`config.mk`:
```
export PLATFORM = sky130hd
export DESIGN_NAME = vga_frame_reader_flat
export DESIGN_NICKNAME = d
export VERILOG_FILES = /design/src/rtl/vga_frame_reader_if.sv /design/src/rtl/vga_frame_reader.sv /design/src/flat_wrapper.sv
export SDC_FILE = /design/constraint.sdc
export NUM_CORES = 1
export LEC_CHECK = 0
export CAP_MARGIN = 20
export CORE_MARGIN = 5
export CORE_UTILIZATION = 48
export DETAILED_ROUTE_END_ITERATION = 7
export PLACE_DENSITY = 0.76
export SLEW_MARGIN = 20
export SYNTH_ARGS = -nofsm -noshare
export SYNTH_HDL_FRONTEND = slang
export SYNTH_SLANG_ARGS = --single-unit
export TNS_END_PERCENT = 1
```
`constraint.sdc`:
```
create_clock -name clock -period 2.9 [get_ports clock]
set_input_delay 0.87 -clock clock [delete_from_list [all_inputs] [get_ports clock]]
set_output_delay 0.87 -clock clock [all_outputs]
set_load 0.02 [all_outputs]
```
`src/rtl/vga_frame_reader_if.sv`:
```
// Frame-buffer read port between the VGA scan-out (master) and the frame memory (slave).
interface vga_frame_reader_if;
  logic [18:0] mem_raddr;
  logic [2:0]  mem_rdata;

  modport master (output mem_raddr, input mem_rdata);
  modport slave  (input mem_raddr, output mem_rdata);
endinterface

```
`src/rtl/vga_frame_reader.sv`:
```
// 640x480@60 VGA scan-out of a 3-bit frame buffer with a 2-clock pixel pipeline.
// Optional 8-entry colour palette enabled by defining VGA_PALETTE_EN.
module vga_frame_reader #(
  parameter int H_VIS  = 640,
  parameter int H_FP   = 16,
  parameter int H_SYNC = 96,
  parameter int H_BP   = 48,
  parameter int V_VIS  = 480,
  parameter int V_FP   = 10,
  parameter int V_SYNC = 2,
  parameter int V_BP   = 33
) (
  input  logic               clock,
  input  logic               resetn,
  vga_frame_reader_if.master mem,
`ifdef VGA_PALETTE_EN
  input  logic               pal_we,
  input  logic [2:0]         pal_idx,
  input  logic [23:0]        pal_data,
`endif
  output logic               vga_hs,
  output logic               vga_vs,
  output logic               vga_blank_n,
  output logic [7:0]         vga_r,
  output logic [7:0]         vga_g,
  output logic [7:0]         vga_b,
  output logic               in_vblank,
  output logic               vblank_start
);

  localparam logic [9:0] H_LAST = 10'(H_VIS + H_FP + H_SYNC + H_BP - 1);
  localparam logic [9:0] V_LAST = 10'(V_VIS + V_FP + V_SYNC + V_BP - 1);
  localparam logic [9:0] H_END  = 10'(H_VIS);
  localparam logic [9:0] V_END  = 10'(V_VIS);
  localparam logic [9:0] HS_ON  = 10'(H_VIS + H_FP);
  localparam logic [9:0] HS_OFF = 10'(H_VIS + H_FP + H_SYNC - 1);
  localparam logic [9:0] VS_ON  = 10'(V_VIS + V_FP);
  localparam logic [9:0] VS_OFF = 10'(V_VIS + V_FP + V_SYNC - 1);

  function automatic logic [23:0] expand_rgb(input logic [2:0] c);
    expand_rgb = {{8{c[2]}}, {8{c[1]}}, {8{c[0]}}};
  endfunction

  logic [9:0]  h_r, v_r, h_nxt_s, v_nxt_s;
  logic [18:0] addr_r, addr_nxt_s, raddr_r, raddr_nxt_s;
  logic        h_wrap_s, vis_s, vis_nxt_s, hs_s, vs_s;
  logic        vis1_r, hs1_r, vs1_r;
  logic [23:0] colour_s;

  // Stage 0 next-state: raster counters, address counter and the address issued with the next position
  always_comb begin
    h_nxt_s     = h_r;
    v_nxt_s     = v_r;
    addr_nxt_s  = addr_r;
    raddr_nxt_s = raddr_r;
    h_wrap_s    = (h_r == H_LAST);
    vis_s       = (h_r < H_END) && (v_r < V_END);
    hs_s        = !((h_r >= HS_ON) && (h_r <= HS_OFF));
    vs_s        = !((v_r >= VS_ON) && (v_r <= VS_OFF));
    if (h_wrap_s) begin
      h_nxt_s = 10'd0;
      if (v_r == V_LAST) begin
        v_nxt_s = 10'd0;
      end else begin
        v_nxt_s = v_r + 10'd1;
      end
    end else begin
      h_nxt_s = h_r + 10'd1;
    end
    // addr_r always equals mem_raddr while visible, so it restarts at 0 on the frame's last clock
    if (h_wrap_s && (v_r == V_LAST)) begin
      addr_nxt_s = 19'd0;
    end else if (vis_s) begin
      addr_nxt_s = addr_r + 19'd1;
    end else begin
      addr_nxt_s = addr_r;
    end
    vis_nxt_s = (h_nxt_s < H_END) && (v_nxt_s < V_END);
    if (vis_nxt_s) begin
      raddr_nxt_s = addr_nxt_s;
    end else begin
      raddr_nxt_s = raddr_r;
    end
  end

  // Stage 0 and stage 1 registers: counters, read address, delayed sync/visible flags, vblank status
  always_ff @(posedge clock or negedge resetn) begin
    if (!resetn) begin
      h_r          <= 10'd0;
      v_r          <= 10'd0;
      addr_r       <= 19'd0;
      raddr_r      <= 19'd0;
      vis1_r       <= 1'b0;
      hs1_r        <= 1'b1;
      vs1_r        <= 1'b1;
      in_vblank    <= 1'b0;
      vblank_start <= 1'b0;
    end else begin
      h_r          <= h_nxt_s;
      v_r          <= v_nxt_s;
      addr_r       <= addr_nxt_s;
      raddr_r      <= raddr_nxt_s;
      vis1_r       <= vis_s;
      hs1_r        <= hs_s;
      vs1_r        <= vs_s;
      in_vblank    <= (v_r >= V_END);
      vblank_start <= (h_r == 10'd0) && (v_r == V_END);
    end
  end

  assign mem.mem_raddr = raddr_r;

`ifdef VGA_PALETTE_EN
  logic [23:0] pal_r [0:7];

  // Palette registers, reloaded with the fixed bit-expansion colours on reset
  always_ff @(posedge clock or negedge resetn) begin
    if (!resetn) begin
      for (int i = 0; i < 8; i++) begin
        pal_r[i] <= expand_rgb(3'(i));
      end
    end else if (pal_we) begin
      pal_r[pal_idx] <= pal_data;
    end
  end

  assign colour_s = pal_r[mem.mem_rdata];
`else
  assign colour_s = expand_rgb(mem.mem_rdata);
`endif

  // Stage 2 registered VGA pins; colour is forced black outside the visible region
  always_ff @(posedge clock or negedge resetn) begin
    if (!resetn) begin
      vga_hs               <= 1'b1;
      vga_vs               <= 1'b1;
      vga_blank_n          <= 1'b0;
      {vga_r, vga_g, vga_b} <= 24'd0;
    end else begin
      vga_hs               <= hs1_r;
      vga_vs               <= vs1_r;
      vga_blank_n          <= vis1_r;
      {vga_r, vga_g, vga_b} <= vis1_r ? colour_s : 24'd0;
    end
  end

endmodule

```
`src/flat_wrapper.sv`:
```
// flat-port wrapper written by rule: the top's interface ports become plain ports
module vga_frame_reader_flat 
#(
  parameter int H_VIS  = 640,
  parameter int H_FP   = 16,
  parameter int H_SYNC = 96,
  parameter int H_BP   = 48,
  parameter int V_VIS  = 480,
  parameter int V_FP   = 10,
  parameter int V_SYNC = 2,
  parameter int V_BP   = 33
)
  (clock, resetn, vga_hs, vga_vs, vga_blank_n, vga_r, vga_g, vga_b, in_vblank, vblank_start, mem_mem_raddr, mem_mem_rdata);
  vga_frame_reader_if mem_i ();
  input  logic clock;
  input  logic resetn;
  output logic vga_hs;
  output logic vga_vs;
  output logic vga_blank_n;
  output logic [7:0] vga_r;
  output logic [7:0] vga_g;
  output logic [7:0] vga_b;
  output logic in_vblank;
  output logic vblank_start;
  output wire logic [$bits(mem_i.mem_raddr)-1:0] mem_mem_raddr;
  input wire logic [$bits(mem_i.mem_rdata)-1:0] mem_mem_rdata;
  assign mem_mem_raddr = mem_i.mem_raddr;
  assign mem_i.mem_rdata = mem_mem_rdata;
  vga_frame_reader #(.H_VIS(H_VIS), .H_FP(H_FP), .H_SYNC(H_SYNC), .H_BP(H_BP), .V_VIS(V_VIS), .V_FP(V_FP), .V_SYNC(V_SYNC), .V_BP(V_BP)) u_core (.clock(clock), .resetn(resetn), .mem(mem_i), .vga_hs(vga_hs), .vga_vs(vga_vs), .vga_blank_n(vga_blank_n), .vga_r(vga_r), .vga_g(vga_g), .vga_b(vga_b), .in_vblank(in_vblank), .vblank_start(vblank_start));
endmodule
```
==> Word level (Yosys, flattened, before mapping) <==
Cells that the tools add are included.
Widths: inputs -> output; s select.
{ "totals": {"register_bits": 90, "in_bits": 5, "output_inout_bits": 48} }
{ "op_classes": {"addsub": 3, "order_cmp": 9, "n_eq_ne": 3, "mux": 6, "n_reduce_logical": 9} }
{ "op_table": {"columns": ["operator", "count"], "rows": [
  ["$mux 19", 2],
  ["$mux 10", 3],
  ["$mux 24", 1],
  ["$add 10x1->10 const B", 2],
  ["$eq 10x10->1 const B", 2],
  ["$ge 10x9->1 const B", 2],
  ["$lt 10x10->1 const B", 2],
  ["$lt 10x9->1 const B", 2],
  ["$add 19x1->19 const B", 1],
  ["$eq 10x9->1 const B", 1],
  ["$ge 10x10->1 const B", 1],
  ["$le 10x10->1 const B", 1],
  ["$le 10x9->1 const B", 1],
  ["$logic_not 10->1", 1],
  ["$logic_and 1x1->1", 6],
  ["$logic_not 1->1", 2]
]} }

==> Depth between registers and ports, before layout <==
Gate-level depths: netlist (run 1).
{ "logic_depth": {"word_depth": 5, "ltp_mapped": 10, "mapped_depth_nobuf": 8} }

==> Worst setup path before layout (run 1) <==
OpenSTA, ideal clock, no wires.
{ "synth_timing": {"path_type": "reg2reg", "start": "register u_core.h_r[5]", "end": "register u_core.raddr_r[10] (netlist: u_core.mem.mem_raddr[10])", "setup_time_ns": 0.125, "arrival_time_ns": 2.666, "t_required_ns": 2.775, "slack_ns": 0.109, "stages_incl_launch_ff": 10, "path_cell_list": "dfrtp_1 or4b_4 or3_1 buf_6 nor4_4 xor2_2 a211o_1 buf_6 buf_12 mux2_4"} }
{ "synth_between": {"elab_chain_len": 4, "elab_cells_between_ends": 12, "cone_classes": "1 x add/sub; 3 x order compare; 1 x eq/ne; 4 x mux; 3 x reduce/logical"} }
{ "synth_rtl": {"columns": ["element", "line_no", "rtl"], "rows": [
  ["start: declaration", "vga_frame_reader.sv:44", "logic [9:0] h_r, v_r, h_nxt_s, v_nxt_s;"],
  ["start signal: assignment", "vga_frame_reader.sv:99", "h_r <= h_nxt_s;"],
  ["$eq 10x10->1", "vga_frame_reader.sv:56", "h_wrap_s = (h_r == H_LAST);"],
  ["$mux 10", "vga_frame_reader.sv:60", "if (h_wrap_s) begin"],
  ["via u_core.v_nxt_s[7]", "vga_frame_reader.sv:44", null],
  ["$lt 10x9->1", "vga_frame_reader.sv:78", "vis_nxt_s = (h_nxt_s < H_END) && (v_nxt_s < V_END);"],
  ["$logic_and 1x1->1", "vga_frame_reader.sv:78", null],
  ["end signal: assignment", "vga_frame_reader.sv:102", "raddr_r <= raddr_nxt_s;"],
  ["end: declaration", "vga_frame_reader.sv:45", "logic [18:0] addr_r, addr_nxt_s, raddr_r, raddr_nxt_s;"]
]} }
The timed path passes the listed nets, and every way through them passes these cells.
A chain may end at the register's enable or synchronous reset.

==> Worst setup path in the final report (run 1) <==
{ "layout_timing": {"start": "register u_core.h_r[5]", "end": "register u_core.raddr_r[0] (netlist: u_core.mem.mem_raddr[0])"} }
The elaborated chain is that of the path after synthesis.

==> flow_metrics.env, run 1 <==
export IMPL_status="finished, final reports clean"
export IMPL_period_share=0.931
export IMPL_grt_usage=0.160
export IMPL_hpwl_um=4530
export IMPL_row_count=30
export IMPL_vdd_drop_max_v=0.000248
export IMPL_cts_made_buffers=9
export IMPL_n_fill_cell=536
export IMPL_cp_num_buf_inv=1
export IMPL_hold_buffers=0
export IMPL_final_cell_mix="65 x dfrtp_1, 51 x clkdlybuf4s50_1, 27 x nor2_1"
export IMPL_wl_um=6360
export IMPL_cp_start_kind="register"
export IMPL_crit_fanout=19
export IMPL_crit_path_top_delay_cell="or4b_4"
export IMPL_seq_area_frac_synth=0.520
export IMPL_slowest_delay_ns=0.58
export IMPL_via_count=2302
export IMPL_postRouteAntennaNets=0
export IMPL_cts_tree="done"
export IMPL_cts_root_buf="clkbuf_8"
export IMPL_syn_nets=306
export IMPL_antenna_found_initial=0
export IMPL_crit_family="simple AND/OR/NAND/NOR gates"
export IMPL_nets=349
export IMPL_insertion_delay_ns=0.35
export IMPL_synthToLayoutAreaGrowth_pct=20.6
export IMPL_start_util=0.492
export IMPL_drc=0
export IMPL_pre_cts_ws_ns=0.192
export IMPL_p_total_mw=1.83
export IMPL_synth_cell_types=39
export IMPL_ys_async_sr_fraction=1.00
export IMPL_p_per_area_nw_per_um2=457
export IMPL_ios=53
export IMPL_maxCapViolations=0
export IMPL_critPathArrivalTime_ns=2.93
export IMPL_post_cts_setup_buffer_count=0
export IMPL_worstPathCellList="or4b_4 > or3_1 > nor4_4 > xor2_2 > a211o_1 > buf_12 > mux2_2"
export IMPL_placed_area_sq_um=3810
export IMPL_fin_area_sq_um=4010
export IMPL_final_common_cell="dfrtp_1"
export IMPL_netlist_instances=296
export IMPL_setup_ws_ns=0.199
export IMPL_tightest_slew_ns=0.428
export IMPL_synth_warnings=0
export IMPL_cts_clk_slew_worst_paths_ns=0.07
export IMPL_final_max_slew_viol_count=0
export IMPL_grt_start_max_net_pins=52
export IMPL_end_kind="register"
export IMPL_setup_tns_ns=0
export IMPL_setup_viol=0
export IMPL_htree_levels=3
export IMPL_slew_headroom=0.715
export IMPL_crit_required_ns=3.13
export IMPL_grt_pass1_wl_um=10800
export IMPL_ys_ff_latch=69
export IMPL_cts_resized=0
export IMPL_first_pass_iters=4
export IMPL_via_per_inst=5.44
export IMPL_globalplace_congestion=0.851
export IMPL_fp_dieW_um=93.3
export IMPL_skew_ns=0.00705
export IMPL_wl_per_cell_um=15.0
export IMPL_clock_sinks=69
export IMPL_core_sq_um=6760
export IMPL_post_route_min_period_ns=2.70
export IMPL_dieArea_sq_um=8700
export IMPL_synth_flop_cell="dfrtp_1"
export IMPL_hold_violations=0
export IMPL_drive_above_1_share=0.160
export IMPL_rsz0062_at_grt="false"
export IMPL_syn_area_sq_um=3330
export IMPL_cts_buffer_depth=2
export IMPL_synth_edf_count=0
export IMPL_io_buffer_count=52
export IMPL_grt_overflow_total=0
export IMPL_avgSynthCellArea_sq_um=11.2
export IMPL_max_freq_ghz=0.370
export IMPL_hold_class="register to register"
export IMPL_multiInputGateArea_sq_um=1330
export IMPL_seqCellArea_sq_um=1730
export IMPL_holdWs_ns=0.356
export IMPL_fp_dieH_um=93.3
export IMPL_p_leak_nw=1.79
export IMPL_path_class="register to register"
export IMPL_grt_pass1_vias=2257
export IMPL_drt_iter0_markers=115
export IMPL_n_antenna_cell=0
[metrics by stage]
step                      utilization  instances
after CTS                       0.594        423
after global routing            0.594        423
after floorplan                     -        296
after detailed placement        0.565        408
after global placement          0.565        408
final                           0.594        423
[cell usage after synthesis (3+ instances only)]
master | instances | area share
dfrtp_1 | 65 | 0.49
nor2_1 | 27 | 0.030
buf_4 | 22 | 0.050
xor2_1 | 19 | 0.050
nand2_1 | 17 | 0.019
nand3_1 | 14 | 0.021
o21ai_0 | 11 | 0.017
mux2_4 | 10 | 0.045
nand4_1 | 10 | 0.019
mux2_2 | 9 | 0.030
and3_1 | 8 | 0.015
nor3_1 | 8 | 0.012
and2_1 | 7 | 0.013
xnor2_1 | 7 | 0.018
and4_1 | 6 | 0.016
inv_1 | 6 | 0.0068
a21oi_1 | 5 | 0.0075
ha_1 | 5 | 0.019
nor4_1 | 5 | 0.0094
o21a_1 | 5 | 0.011
clkbuf_1 | 4 | 0.0045
dfstp_2 | 4 | 0.032
or3_1 | 4 | 0.0075
buf_6 | 3 | 0.010
[worst reg2reg max path, cell delays in order, from the launching register on]
cell and delay, ns:
dfrtp_1 0.40, or4b_4 0.59, or3_1 0.38, nor4_4 0.30
xor2_2 0.18, a211o_1 0.19, buf_12 0.18, mux2_2 0.36
[logic make-up after synthesis]
family | synth area share
xor+xnor | 0.0733
mux | 0.0756
buf+inv | 0.0797
compound gates | 0.0432
simple gates | 0.189
fa+ha+maj | 0.0188
flops | 0.520
[worst paths after layout]
kind,to,startpoint,slack (ns),depth (start not counted)
setup / recovery,u_core.mem.mem_raddr[0]$_DFFE_PN0P_,u_core.h_r[5]$_DFF_PN0_,0.20,7
hold / removal,u_core.vga_vs$_DFF_PN1_,u_core.vs1_r$_DFF_PN1_,0.36,0
setup reg to reg,u_core.mem.mem_raddr[0]$_DFFE_PN0P_,u_core.h_r[5]$_DFF_PN0_,0.20,7
hold reg to reg,u_core.vga_vs$_DFF_PN1_,u_core.vs1_r$_DFF_PN1_,0.36,0
max in group asynchronous,u_core.vga_vs$_DFF_PN1_,resetn,1.79,2
min in group asynchronous,u_core.mem.mem_raddr[1]$_DFFE_PN0P_,resetn,0.45,1
[metal layers]
layer  GRT usage  share of wire
met5           0              0
met1       0.204           0.46
met2       0.247           0.47
met4      0.0830          0.024
met3      0.0459          0.052
[state kept, by name (all words and copies together), names as in the netlist]
register,count
u_core.hs1_r,1
u_core.in_vblank,1
u_core.addr_r,19
u_core.vga_b,1
u_core.vs1_r,1
u_core.vblank_start,1
u_core.vga_hs,1
u_core.v_r,10
u_core.h_r,10
u_core.vga_g,1
u_core.vga_vs,1
u_core.vga_blank_n,1
u_core.vga_r,1
u_core.mem.mem_raddr,19
u_core.vis1_r,1
[final cells by class]
type / instances / share of cell area
Clock buffer: 11 / 0.0377
Clock inverter: 4 / 0.0118
Inverter: 6 / 0.00561
Multi-Input combinational cell: 189 / 0.331
Sequential cell: 69 / 0.431
Tap cell: 80 / 0.0249
Timing Repair Buffer: 64 / 0.157
[power by group]
| part | total, mW | leakage (nW) | switching [mW] | internal [mW] |
|---|---|---|---|---|
| clock network | 0.784 | 0.101 | 0.348 | 0.436 |
| logic | 0.0829 | 0.804 | 0.0472 | 0.0357 |
| registers | 0.968 | 0.890 | 0.00386 | 0.964 |
Note: power is estimated with default switching activity, not from simulation.
==> inputs of run 2 (changes only) <==
Settings changed: CORE_ASPECT_RATIO from default to 1.2.
==> flow_metrics.env, run 2 (same netlist as run 1, synthesis figures left out) <==
export IMPL_insertion_delay_ns=0.34
export IMPL_cts_tree="done"
export IMPL_clock_sinks=69
export IMPL_grt_pass1_vias=2298
export IMPL_post_cts_setup_buffer_count=0
export IMPL_hold_buffers=0
export IMPL_max_freq_ghz=0.366
export IMPL_antenna_found_initial=0
export IMPL_p_leak_nw=1.80
export IMPL_cts_resized=0
export IMPL_drc=0
export IMPL_globalplace_congestion=0.806
export IMPL_end_kind="register"
export IMPL_period_share=0.941
export IMPL_row_count=33
export IMPL_path_class="register to register"
export IMPL_hpwl_um=4390
export IMPL_via_per_inst=5.31
export IMPL_maxCapViolations=0
export IMPL_status="finished, final reports clean"
export IMPL_p_per_area_nw_per_um2=461
export IMPL_postRouteAntennaNets=0
export IMPL_cts_made_buffers=9
export IMPL_fin_util=0.592
export IMPL_setup_tns_ns=0
export IMPL_cp_start_kind="register"
export IMPL_drive_above_1_share=0.162
export IMPL_skew_ns=0.00545
export IMPL_hold_violations=0
export IMPL_drt_iter0_markers=182
export IMPL_grt_overflow_total=0
export IMPL_grt_usage=0.155
export IMPL_io_buffer_count=52
export IMPL_first_pass_iters=4
export IMPL_cts_buffer_depth=2
export IMPL_n_fill_cell=546
export IMPL_ios=53
export IMPL_fp_dieH_um=101
export IMPL_critPathArrivalTime_ns=2.96
export IMPL_crit_required_ns=3.13
export IMPL_slew_headroom=0.682
export IMPL_dieArea_sq_um=8700
export IMPL_crit_family="simple AND/OR/NAND/NOR gates"
export IMPL_via_count=2294
export IMPL_vdd_drop_max_v=0.000271
export IMPL_synthToLayoutAreaGrowth_pct=21.1
export IMPL_tightest_slew_ns=0.470
export IMPL_dp_cells=416
export IMPL_n_antenna_cell=0
export IMPL_core_sq_um=6810
export IMPL_crit_fanout=11
export IMPL_hold_class="register to register"
export IMPL_cts_root_buf="clkbuf_8"
export IMPL_grt_pass1_wl_um=10700
export IMPL_wl_per_cell_um=14.3
export IMPL_worstPathCellList="or4b_4 > or3_1 > nor4_4 > xor2_2 > a211o_1 > buf_4 > mux2_2"
export IMPL_final_cells=432
export IMPL_final_cell_mix="65 x dfrtp_1, 51 x clkdlybuf4s50_1, 27 x nor2_1"
export IMPL_post_route_min_period_ns=2.73
export IMPL_rrSetupSlack_ns=0.17
export IMPL_nets=350
export IMPL_setup_viol=0
export IMPL_grt_start_max_net_pins=70
export IMPL_cts_clk_slew_worst_paths_ns=0.07
export IMPL_fp_dieW_um=86
export IMPL_start_util=0.488
export IMPL_crit_path_top_delay_cell="or4b_4"
export IMPL_wl_um=6200
export IMPL_slowest_delay_ns=0.58
export IMPL_final_max_slew_viol_count=0
export IMPL_final_common_cell="dfrtp_1"
export IMPL_rsz0062_at_grt="false"
export IMPL_htree_levels=3
export IMPL_cp_num_buf_inv=1
==> run 2: through the flow <==
stage | hold slack (ns) | setup WS [ns] | total power, mW | instance area [sq um]
finish | 0.357 | 0.171 | 1.86 | 4030
global route | 0.364 | 0.104 | 1.92 | 4030
CTS | 0.359 | 0.182 | 1.88 | 4030
detailed placement | 0.349 | 0.208 | 1.07 | 3820
global placement | 0.345 | 0.274 | 1.07 | 3820
floorplan | 0.345 | 0.109 | 1.03 | 3330
==> run 2: layer usage <==
metal,vias up,global-route usage,routed length (um)
met5,-,0,0
met4,0,0.0816,161
met3,15,0.0382,430
met2,80,0.256,3080
met1,1108,0.186,2530
li1,1091,-,-
==> run 2: final timing paths <==
path / from / depth (start not counted) / endpoint
setup / recovery: u_core.h_r[5]$_DFF_PN0_ / 7 / u_core.mem.mem_raddr[7]$_DFFE_PN0P_
hold / removal: u_core.hs1_r$_DFF_PN1_ / 0 / u_core.vga_hs$_DFF_PN1_
setup reg to reg: u_core.h_r[5]$_DFF_PN0_ / 7 / u_core.mem.mem_raddr[7]$_DFFE_PN0P_
hold reg to reg: u_core.hs1_r$_DFF_PN1_ / 0 / u_core.vga_hs$_DFF_PN1_
max in group asynchronous: resetn / 2 / u_core.vs1_r$_DFF_PN1_
min in group asynchronous: resetn / 2 / u_core.vblank_start$_DFF_PN0_
==> run 2: layout make-up <==
type / count / area (sq um) / area share
well taps: 87 / 109 / 0.0270
multi-input cells: 189 / 1330 / 0.330
clock buffers: 13 / 169 / 0.0419
repair buffers: 65 / 626 / 0.155
flip-flops and latches: 69 / 1730 / 0.430
clock inverters: 3 / 42.5 / 0.0106
inverters: 6 / 22.5 / 0.00559
==> run 2: report_power, final <==
| part | switching, mW | internal, mW |
|---|---|---|
| Clock | 0.340 | 0.466 |
| Combinational | 0.0468 | 0.0358 |
| Sequential | 0.00369 | 0.965 |
